[src/rtl/cordic_arctanh_arbiter.sv]
// Round-robin front end that shares one arctanh core among NREQ requesters: clamps each operand,
// issues it to the core and returns the result tagged with its requester through a latency-matched tag line.
module cordic_arctanh_arbiter #(
    parameter int unsigned        NREQ    = 4,
    parameter int unsigned        ID_W    = 2,
    parameter int unsigned        LATENCY = 18,
    parameter logic signed [31:0] CLAMP   = 32'sd58982
) (
    input  logic                 clk,
    input  logic                 rst_n,
    input  logic [NREQ-1:0]      req_valid,
    input  logic [32*NREQ-1:0]   req_data,
    output logic [NREQ-1:0]      req_ready,
    output logic [31:0]          core_data,
    output logic                 core_valid,
    input  logic [31:0]          core_result,
    input  logic                 core_valid_out,
    output logic                 rsp_valid,
    output logic [ID_W-1:0]      rsp_id,
    output logic [31:0]          rsp_data,
    output logic                 busy,
    output logic                 err
);
    localparam int unsigned DW    = 32;
    localparam int unsigned CNT_W = $clog2(LATENCY + 1);
    localparam int unsigned FL_W  = ID_W + 5;
    localparam int unsigned TAG_W = ID_W + 1;

    typedef enum logic [0:0] {WARMUP = 1'b0, RUN = 1'b1} state_e;

    state_e               state_q, state_d;
    logic [CNT_W-1:0]     warm_q;
    logic [ID_W-1:0]      ptr_q, ptr_d;
    logic [FL_W-1:0]      inflight_q, inflight_d;
    logic [TAG_W-1:0]     tag_in_q;
    logic [TAG_W-1:0]     tag_q [LATENCY];
    logic [TAG_W-1:0]     tag_out;
    logic                 gnt_any;
    logic [ID_W-1:0]      gnt_id;
    logic signed [DW-1:0] sel_op, clamp_op;
    logic [DW-1:0]        op [NREQ];

    assign tag_out = tag_q[LATENCY-1];

    always_comb begin
        for (int k = 0; k < NREQ; k++) begin
            op[k] = req_data[DW*k +: DW];
        end
    end

    // Round-robin search starting at the pointer; no grants until the core pipeline has flushed.
    always_comb begin
        int unsigned cand;
        req_ready = '0;
        gnt_any   = 1'b0;
        gnt_id    = '0;
        cand      = 0;
        if (state_q == RUN) begin
            for (int unsigned k = 0; k < NREQ; k++) begin
                cand = 32'(ptr_q) + k;
                if (cand >= NREQ) cand = cand - NREQ;
                if (!gnt_any && req_valid[ID_W'(cand)]) begin
                    gnt_any = 1'b1;
                    gnt_id  = ID_W'(cand);
                end
            end
            req_ready[gnt_id] = gnt_any;
        end
    end

    always_comb begin
        sel_op = signed'(op[gnt_id]);
        if (sel_op > CLAMP)       clamp_op = CLAMP;
        else if (sel_op < -CLAMP) clamp_op = -CLAMP;
        else                      clamp_op = sel_op;

        ptr_d = ptr_q;
        if (gnt_any) ptr_d = (32'(gnt_id) == NREQ - 1) ? '0 : gnt_id + ID_W'(1);

        inflight_d = inflight_q + FL_W'(gnt_any) - FL_W'(rsp_valid);

        state_d = state_q;
        if (state_q == WARMUP && warm_q <= CNT_W'(1)) state_d = RUN;
    end

    always_ff @(posedge clk or negedge rst_n) begin
        if (!rst_n) begin
            state_q    <= WARMUP;
            warm_q     <= CNT_W'(LATENCY);
            ptr_q      <= '0;
            inflight_q <= '0;
            tag_in_q   <= '0;
            for (int i = 0; i < LATENCY; i++) tag_q[i] <= '0;
            core_valid <= 1'b0;
            core_data  <= '0;
            rsp_valid  <= 1'b0;
            rsp_id     <= '0;
            rsp_data   <= '0;
            busy       <= 1'b1;
            err        <= 1'b0;
        end else begin
            state_q    <= state_d;
            inflight_q <= inflight_d;
            busy       <= (state_d == WARMUP) || (inflight_d != '0);
            tag_q[0]   <= tag_in_q;
            for (int i = 1; i < LATENCY; i++) tag_q[i] <= tag_q[i-1];

            if (state_q == WARMUP) begin
                if (warm_q != '0) warm_q <= warm_q - CNT_W'(1);
            end else begin
                ptr_q <= ptr_d;
                if (gnt_any) begin
                    core_valid <= 1'b1;
                    core_data  <= clamp_op;
                    tag_in_q   <= {1'b1, gnt_id};
                end else begin
                    core_valid <= 1'b0;
                    tag_in_q   <= '0;
                end
                // Responses follow the tag even when the core's valid disagrees.
                rsp_valid <= tag_out[ID_W];
                rsp_id    <= tag_out[ID_W-1:0];
                rsp_data  <= tag_out[ID_W] ? core_result : '0;
                if (core_valid_out != tag_out[ID_W]) err <= 1'b1;
            end
        end
    end
endmodule

[config.mk]
export PLATFORM = sky130hd
export DESIGN_NAME = cordic_arctanh_arbiter
export DESIGN_NICKNAME = d
export VERILOG_FILES = /design/src/rtl/cordic_arctanh_arbiter.sv
export SDC_FILE = /design/constraint.sdc
export NUM_CORES = 1
export LEC_CHECK = 0
export BUFFER_PORTS_ARGS = -buffer_cell sky130_fd_sc_hd__buf_2
export CAP_MARGIN = 0
export CELL_PAD_IN_SITES_DETAIL_PLACEMENT = 1
export CELL_PAD_IN_SITES_GLOBAL_PLACEMENT = 2
export CORE_UTILIZATION = 32
export DETAILED_ROUTE_END_ITERATION = 7
export PLACE_DENSITY = 0.9
export SYNTH_ARGS = -nofsm -noshare
export SYNTH_HDL_FRONTEND = slang
export SYNTH_SLANG_ARGS = --single-unit
export TNS_END_PERCENT = 20
[constraint.sdc]
create_clock -name clk -period 5.9 [get_ports clk]
set_input_delay 1.77 -clock clk [delete_from_list [all_inputs] [get_ports clk]]
set_output_delay 1.77 -clock clk [all_outputs]
set_load 0.03 [all_outputs]
==> results by group, run 1 <==
Power and ir drop
  • Proportion of total power due to net switching: 0.4348
  • Total internal power: 2537 uW
  • Part of the total power dissipated in combinational logic: 0.459
  • Part of the total power dissipated in sequential elements: 0.315
  • P_sw: 1952 uW
  • Relative contribution of the clock network to total power: 0.225
  • Leakage power summed over all cells: 0.004215 uW
  • Worst vdd rail ir drop: 0.0002053 V
  • Pwr per Cell Area: 512.4 nW/um^2

Die
  • Overall die area: 21500 um^2
  • Initial standard-cell utilization of the core: 0.3288
  • Die extent in x: 146.6 um
  • Top-level I/O count: 241
  • Core Rows: 52
  • Die extent in y: 146.6 um
  • Core outline area: 20360 um^2

Clock network
  • H-tree lvl count: 4
  • Buffer depth of the longest clock path: 2
  • Buffers inserted during post-CTS setup optimization: 0
  • Number of clock sinks: 141
  • Resized cells post-CTS: 0
  • Insertion delay of the later-clocked pin in the worst-skew pair: 0.43 ns
  • Root cell of the clock tree: clkbuf_16
  • CTS tree: built
  • Hold-fix buffer count after cts: 0
  • Worst-path clk slew: 0.06 ns
  • Number of buffers inserted during clock tree synthesis: 17

Drt
  • Per-cell via count in the routed design: 5.132
  • First-pass DRT Iterations: 4
  • Routed wire length: 22360 um
  • Post-detailed-route count of antenna-violating nets: 0
  • DRC violations left: 0
  • Post-DR wirelength/cell: 19.11 um
  • Via count: 6004
  • DRT iter0 DRCs: 235

STA
  • Final hold violation count: 0
  • Setup repair after global routing missed its margin: false
  • Worst slew pin tran: 1.260 ns
  • Number of slew-limit violations in the final report: 0
  • Fraction of the cycle the final worst path needs: 0.8481
  • Worst setup skew after layout: 0.008363 ns
  • Worst slew margin: 0.1603
  • Tmin final: 5.004 ns
  • Final number of setup-violating endpoints: 0
  • Fmax achieved: 0.1998 GHz
  • Total negative setup slack: 0 ns
  • Hold Slack: 0.3432 ns

Logic synthesis
  • Post-synthesis instance total: 652
  • Net count after synthesis: 831
  • Number of unique standard cell types used by synthesis: 69
  • Top post-synthesis cells by count: dfrtp_1 (138), nand2_1 (126), nor2_1 (47), a22o_1 (32), clkbuf_1 (23)
  • Mapped cell area: 6695 um^2
  • Cell taking the most area after synthesis: dfrtp_1
  • Synth Warn #: 0
  • Async set-or-reset flop fraction in the synthesized netlist: 1.000
  • Flip-flop cell with the highest count after synthesis: dfrtp_1
  • Area fraction of the dominant cell type after synthesis: 0.5158
  • Most instantiated library cell after synthesis: dfrtp_1
  • EDFF count, synth: 0
  • Number of register bits inferred by synthesis: 141
  • Portion of the post-synthesis area used by sequential elements: 0.5276
  • Leading post-synthesis cells by cell area: dfrtp_1 (52%), nand2_1 (7.1%), a22o_1 (4.2%)
  • Synthesized area divided by synthesized cell count: 10.27 um^2

Placed design
  • Cell Count Post-Placement: 1137
  • Placed wire-length estimate after detailed placement: 16890 um
  • I/O Buffers: 240
  • Final GP Congestion: 0.8545

Setup path
  • Critical Path Fanout Max: 37
  • Worst r2r src: state_q$_DFF_PN0_
  • CP max stage delay: 0.47 ns
  • Crit-path cells: buf_2, a221oi_4, nand3_4, inv_2, buf_12, nand2_1, nand3_1, o21ai_0, nor4_1, and4_1, o41ai_1, ha_1, nor2_2, buf_4, a221o_1
  • Endpoint class of the critical path: register
  • Slack of the worst reg-to-reg path: 1.74 ns
  • CP startpoint kind: input pin
  • CP arrival: 5.30 ns
  • Number of cells traversed by the worst register-to-register path: 15
  • Required time at the worst-slack endpoint: 6.20 ns
  • Start-to-end type of the worst setup path: input pin to register
  • Worst reg2reg path endpoint: core_data[15]$_DFFE_PN0P_
  • Slowest library cell on the worst path: a221oi_4

Worst hold path
  • Hold depth: 0
  • Path class of the lowest-slack min-delay path: register to register
  • Origin of the worst min-delay path: tag_q[39]$_DFF_PN0_
  • Worst hold path endpoint: tag_q[36]$_DFF_PN0_

Layout
  • Post-Layout Cell Count: 1170
  • Layout cell share with drive strength beyond 1: 0.3693
  • P&R area growth vs syn: 30.85%
  • Final layout net count: 1065

Global route
  • Antenna violations before repair: 1
  • Maximum number of pins on one net before global-route repair: 101
  • Number of global-route vias before repair: 6311
  • Remaining Overflow, GRT: 0
  • First-pass GRT wire length: 35310 um
  • Total global routing track utilization: 0.2157

Status
  • Outcome: finished, final reports clean

Job
  • Max-cap viol count: 0
## cell families after synthesis
kind of cell,synth area share
adders and majority gates,0.02355
xor gates and xnor gates,0.01177
AOI/OAI and AO/OA,0.1912
muxes,0.02803
and+or+nand+nor,0.1779
DFF,0.5276
buffers and inverters,0.03999
## metrics by stage
step | power [uW] | cell area, um^2 | util | setup WS [ns]
finish | 4489 | 8761 | 0.4302 | 0.8962
global route | 4785 | 8761 | 0.4302 | 0.6076
CTS | 4546 | 8758 | 0.4301 | 0.9100
detailed placement | 3501 | 8204 | 0.4029 | 0.4798
global placement | 3452 | 8204 | 0.4029 | 0.6125
floorplan | 2798 | 6695 | - | 0.6675
## routing by layer
layer,track usage,share of wire,up-vias
li1,-,-,2818
met1,0.2818,0.44,2930
met2,0.3474,0.47,230
met3,0.05969,0.070,26
met4,0.06406,0.016,0
met5,0,0,-
## power by group through the flow
stage | clock network [uW] | logic [uW] | registers (uW)
after floorplan | 0 | 1140 | 1650
after global placement | 0 | 2030 | 1420
after detailed placement | 0 | 2070 | 1430
after CTS | 1040 | 2090 | 1420
after global routing | 1080 | 2250 | 1460
final | 1010 | 2060 | 1420
## critical path: cells and delay by family
family / cells / cell delay [ns]
adders and majority gates: 1 / 0.32
AOI/OAI and AO/OA: 4 / 1.12
and+or+nand+nor: 6 / 1.03
buffers and inverters: 4 / 1.02
## how the worst max path moves through the flow
stage	cells past startpoint	slack, ns	from	endpoint
floorplan	18	0.67	req_valid[3]	core_data[21]$_DFFE_PN0P_
global placement	15	0.61	req_valid[1]	core_data[14]$_DFFE_PN0P_
detailed placement	15	0.48	req_valid[1]	core_data[1]$_DFFE_PN0P_
CTS	15	0.91	req_valid[1]	core_data[15]$_DFFE_PN0P_
global route	15	0.61	req_valid[1]	core_data[3]$_DFFE_PN0P_
finish	15	0.90	req_valid[1]	core_data[15]$_DFFE_PN0P_
## cells in the final DEF, fill, tap and decap left out, types with 9 or more instances in the layout
| cell type | netlist | routed |
|---|---|---|
| clkbuf_16 | 0 | 17 |
| inv_1 | 13 | 13 |
| o21ai_0 | 21 | 21 |
| a21oi_1 | 15 | 15 |
| ha_1 | 11 | 11 |
| buf_2 | 6 | 239 |
| a21o_1 | 9 | 9 |
| nor2_1 | 47 | 46 |
| buf_4 | 1 | 13 |
| nand2_1 | 126 | 126 |
| a211oi_2 | 18 | 18 |
| nand3_1 | 22 | 22 |
| a22o_1 | 32 | 32 |
| nor3_1 | 13 | 13 |
| mux2i_1 | 12 | 12 |
| nor4_1 | 11 | 11 |
| dfrtp_1 | 138 | 138 |
## state kept, by name, indices dropped and copies added, names as in the netlist, 2 cells and up
| signal | flops |
|---|---|
| inflight_q | 7 |
| ptr_q | 2 |
| tag_q | 51 |
| rsp_id | 2 |
| tag_out | 3 |
| rsp_data | 32 |
| core_data | 32 |
| tag_in_q | 2 |
| warm_q | 5 |
## layout make-up
| class | count | area (um^2) |
|---|---|---|
| clock buffer | 18 | 429.2 |
| multi-input combinational | 453 | 2904 |
| antenna | 1 | 2.502 |
| sequential | 141 | 3532 |
| timing repair buffer | 256 | 1365 |
| fill | 2372 | 11600 |
| inverter | 17 | 65.06 |
| tap | 270 | 337.8 |
| clock inverter | 14 | 125.1 |
No activity file was read; power rests on OpenSTA's default activity.
==> inputs of run 2 (changes only) <==
--- a/config.mk
+++ b/config.mk
@@ -9,9 +9,9 @@
 export CAP_MARGIN = 0
 export CELL_PAD_IN_SITES_DETAIL_PLACEMENT = 1
 export CELL_PAD_IN_SITES_GLOBAL_PLACEMENT = 2
-export CORE_UTILIZATION = 32
+export CORE_UTILIZATION = 30
 export DETAILED_ROUTE_END_ITERATION = 7
-export PLACE_DENSITY = 0.9
+export PLACE_DENSITY = 0.85
 export SYNTH_ARGS = -nofsm -noshare
 export SYNTH_HDL_FRONTEND = slang
 export SYNTH_SLANG_ARGS = --single-unit
==> constraint.sdc (replaced) <==
create_clock -name clk -period 4.71 [get_ports clk]
set_input_delay 1.413 -clock clk [delete_from_list [all_inputs] [get_ports clk]]
set_output_delay 1.413 -clock clk [all_outputs]
set_load 0.03 [all_outputs]
==> results by group, run 2 (synthesis gave the netlist of run 1 again) <==
Status
  • Outcome: finished, final reports clean

Layout
  • Leading cell types in the layout, fill and taps excluded: buf_2 (239), dfrtp_1 (138), nand2_1 (126), buf_4 (49), nor2_1 (46)
  • Layout cell share with drive strength beyond 1: 0.3979
  • Final design area excluding fillers: 9194 um^2
  • P&R area growth vs syn: 37.32%
  • N_diodes: 0
  • Utilization after layout: 0.4213
  • Final layout net count: 1106
  • Registers with the most flip-flops: tag_q (51), core_data (32), rsp_data (32)
  • Largest register FFs: 51
  • Most common cell after layout, fill and taps aside: buf_2
  • Largest register by flop count: tag_q

Setup path
  • Start-to-end type of the worst setup path: input pin to register
  • Critical Path Fanout Max: 11
  • Worst r2r src: ptr_q[1]$_DFFE_PN0P_
  • CP arrival: 4.68 ns
  • Required time at the worst-slack endpoint: 5.00 ns
  • CP startpoint kind: input pin
  • Slack of the worst reg-to-reg path: 1.03 ns
  • Number of cells traversed by the worst register-to-register path: 15
  • Worst setup startpoint: req_valid[3]
  • Worst reg2reg path endpoint: core_data[7]$_DFFE_PN0P_
  • Endpoint class of the critical path: register
  • Critical path destination: core_data[7]$_DFFE_PN0P_

Power and ir drop
  • Pwr per Cell Area: 661.2 nW/um^2
  • Leakage power summed over all cells: 0.004471 uW
  • Worst vdd rail ir drop: 0.0002288 V
  • Overall power after layout: 6079 uW

Clock network
  • CTS tree: built
  • Hold-fix buffer count after cts: 0
  • Number of buffers inserted during clock tree synthesis: 17
  • Resized cells post-CTS: 0
  • H-tree lvl count: 4
  • Root cell of the clock tree: clkbuf_16
  • Insertion delay of the later-clocked pin in the worst-skew pair: 0.43 ns
  • Buffer depth of the longest clock path: 2
  • Number of clock sinks: 141
  • Worst-path clk slew: 0.07 ns
  • Buffers inserted during post-CTS setup optimization: 0

Die
  • Initial standard-cell utilization of the core: 0.3068
  • Top-level I/O count: 241
  • Die extent in x: 151.4 um
  • Core Rows: 54
  • Core outline area: 21820 um^2
  • Overall die area: 22920 um^2
  • Die extent in y: 151.4 um

STA
  • Fraction of the cycle the final worst path needs: 0.9319
  • Worst slew pin tran: 1.280 ns
  • Worst slew margin: 0.1467
  • Fmax achieved: 0.2278 GHz
  • Worst setup skew after layout: 0.01147 ns
  • Setup repair after global routing missed its margin: false
  • Total negative setup slack: 0 ns
  • Number of slew-limit violations in the final report: 0
  • Final number of setup-violating endpoints: 0
  • Tmin final: 4.389 ns
  • Final hold violation count: 0

Placed design
  • I/O Buffers: 240
  • Final GP Congestion: 0.8967
  • Placed wire-length estimate after detailed placement: 17960 um
  • Dpl cell area: 8587 um^2

Drt
  • First-pass DRT Iterations: 5
  • Post-detailed-route count of antenna-violating nets: 0
  • Per-cell via count in the routed design: 5.002
  • Routed wire length: 23530 um
  • DRT iter0 DRCs: 256
  • Post-DR wirelength/cell: 19.28 um
  • Via count: 6102
  • DRC violations left: 0

Global route
  • Remaining Overflow, GRT: 0
  • Number of global-route vias before repair: 6428
  • Antenna violations before repair: 0
  • Total global routing track utilization: 0.2112
  • First-pass GRT wire length: 35880 um
  • Maximum number of pins on one net before global-route repair: 94

Worst hold path
  • Origin of the worst min-delay path: tag_q[35]$_DFF_PN0_
  • Path class of the lowest-slack min-delay path: register to register

Job
  • Max-cap viol count: 0
-- run 2: layout make-up --
cell class | count | area (um^2)
Inverter | 17 | 65.06
Clock inverter | 15 | 181.4
Clock buffer | 17 | 425.4
Tap cell | 280 | 350.3
Sequential cell | 141 | 3532
Timing Repair Buffer | 297 | 1735
Multi-Input combinational cell | 453 | 2904
Fill cell | 2521 | 12630
-- run 2: metrics by stage --
stage / setup slack [ns] / hold slack, ns / cells
global placement: 0.07458 / 0.3322 / 1188
finish: 0.3205 / 0.3499 / 1220
floorplan: -0.1401 / 0.3312 / 652
detailed placement: -0.04687 / 0.3357 / 1188
global route: 0.09429 / 0.3536 / 1220
CTS: 0.3334 / 0.3501 / 1220
-- run 2: metal layers --
metal  wire length [um]  vias to the layer above  GRT usage
li1                   -                     2891          -
met1              10520                     2995     0.2802
met2              11200                      199     0.3436
met3               1600                       17    0.05331
met4                204                        0    0.05000
met5                  0                        -          0
-- run 2: worst max-delay path, stage by stage --
cell	delay [ns]
buf_2	0.13
nor2_1	0.29
a21oi_2	0.12
inv_2	0.08
a21oi_2	0.05
nand3_2	0.13
clkinv_2	0.19
buf_4	0.22
o21ai_0	0.41
a31o_2	0.24
a311oi_1	0.09
o41ai_1	0.41
ha_1	0.31
or2_2	0.39
o22ai_1	0.13
nor2_1	0.06
-- run 2: worst min path at each step --
stage | to | slack [ns] | depth (start not counted)
finish | tag_q[32]$_DFF_PN0_ | 0.35 | 0
global route | tag_q[32]$_DFF_PN0_ | 0.35 | 0
CTS | tag_q[30]$_DFF_PN0_ | 0.35 | 0
detailed placement | tag_q[11]$_DFF_PN0_ | 0.34 | 0
global placement | tag_out[0]$_DFF_PN0_ | 0.33 | 0
floorplan | tag_out[0]$_DFF_PN0_ | 0.33 | 0
-- run 2: report_power, final --
part | internal (uW) | switching [uW] | total (uW)
combinational | 1170 | 1760 | 2930
sequential | 1580 | 205 | 1790
clock | 723 | 635 | 1360
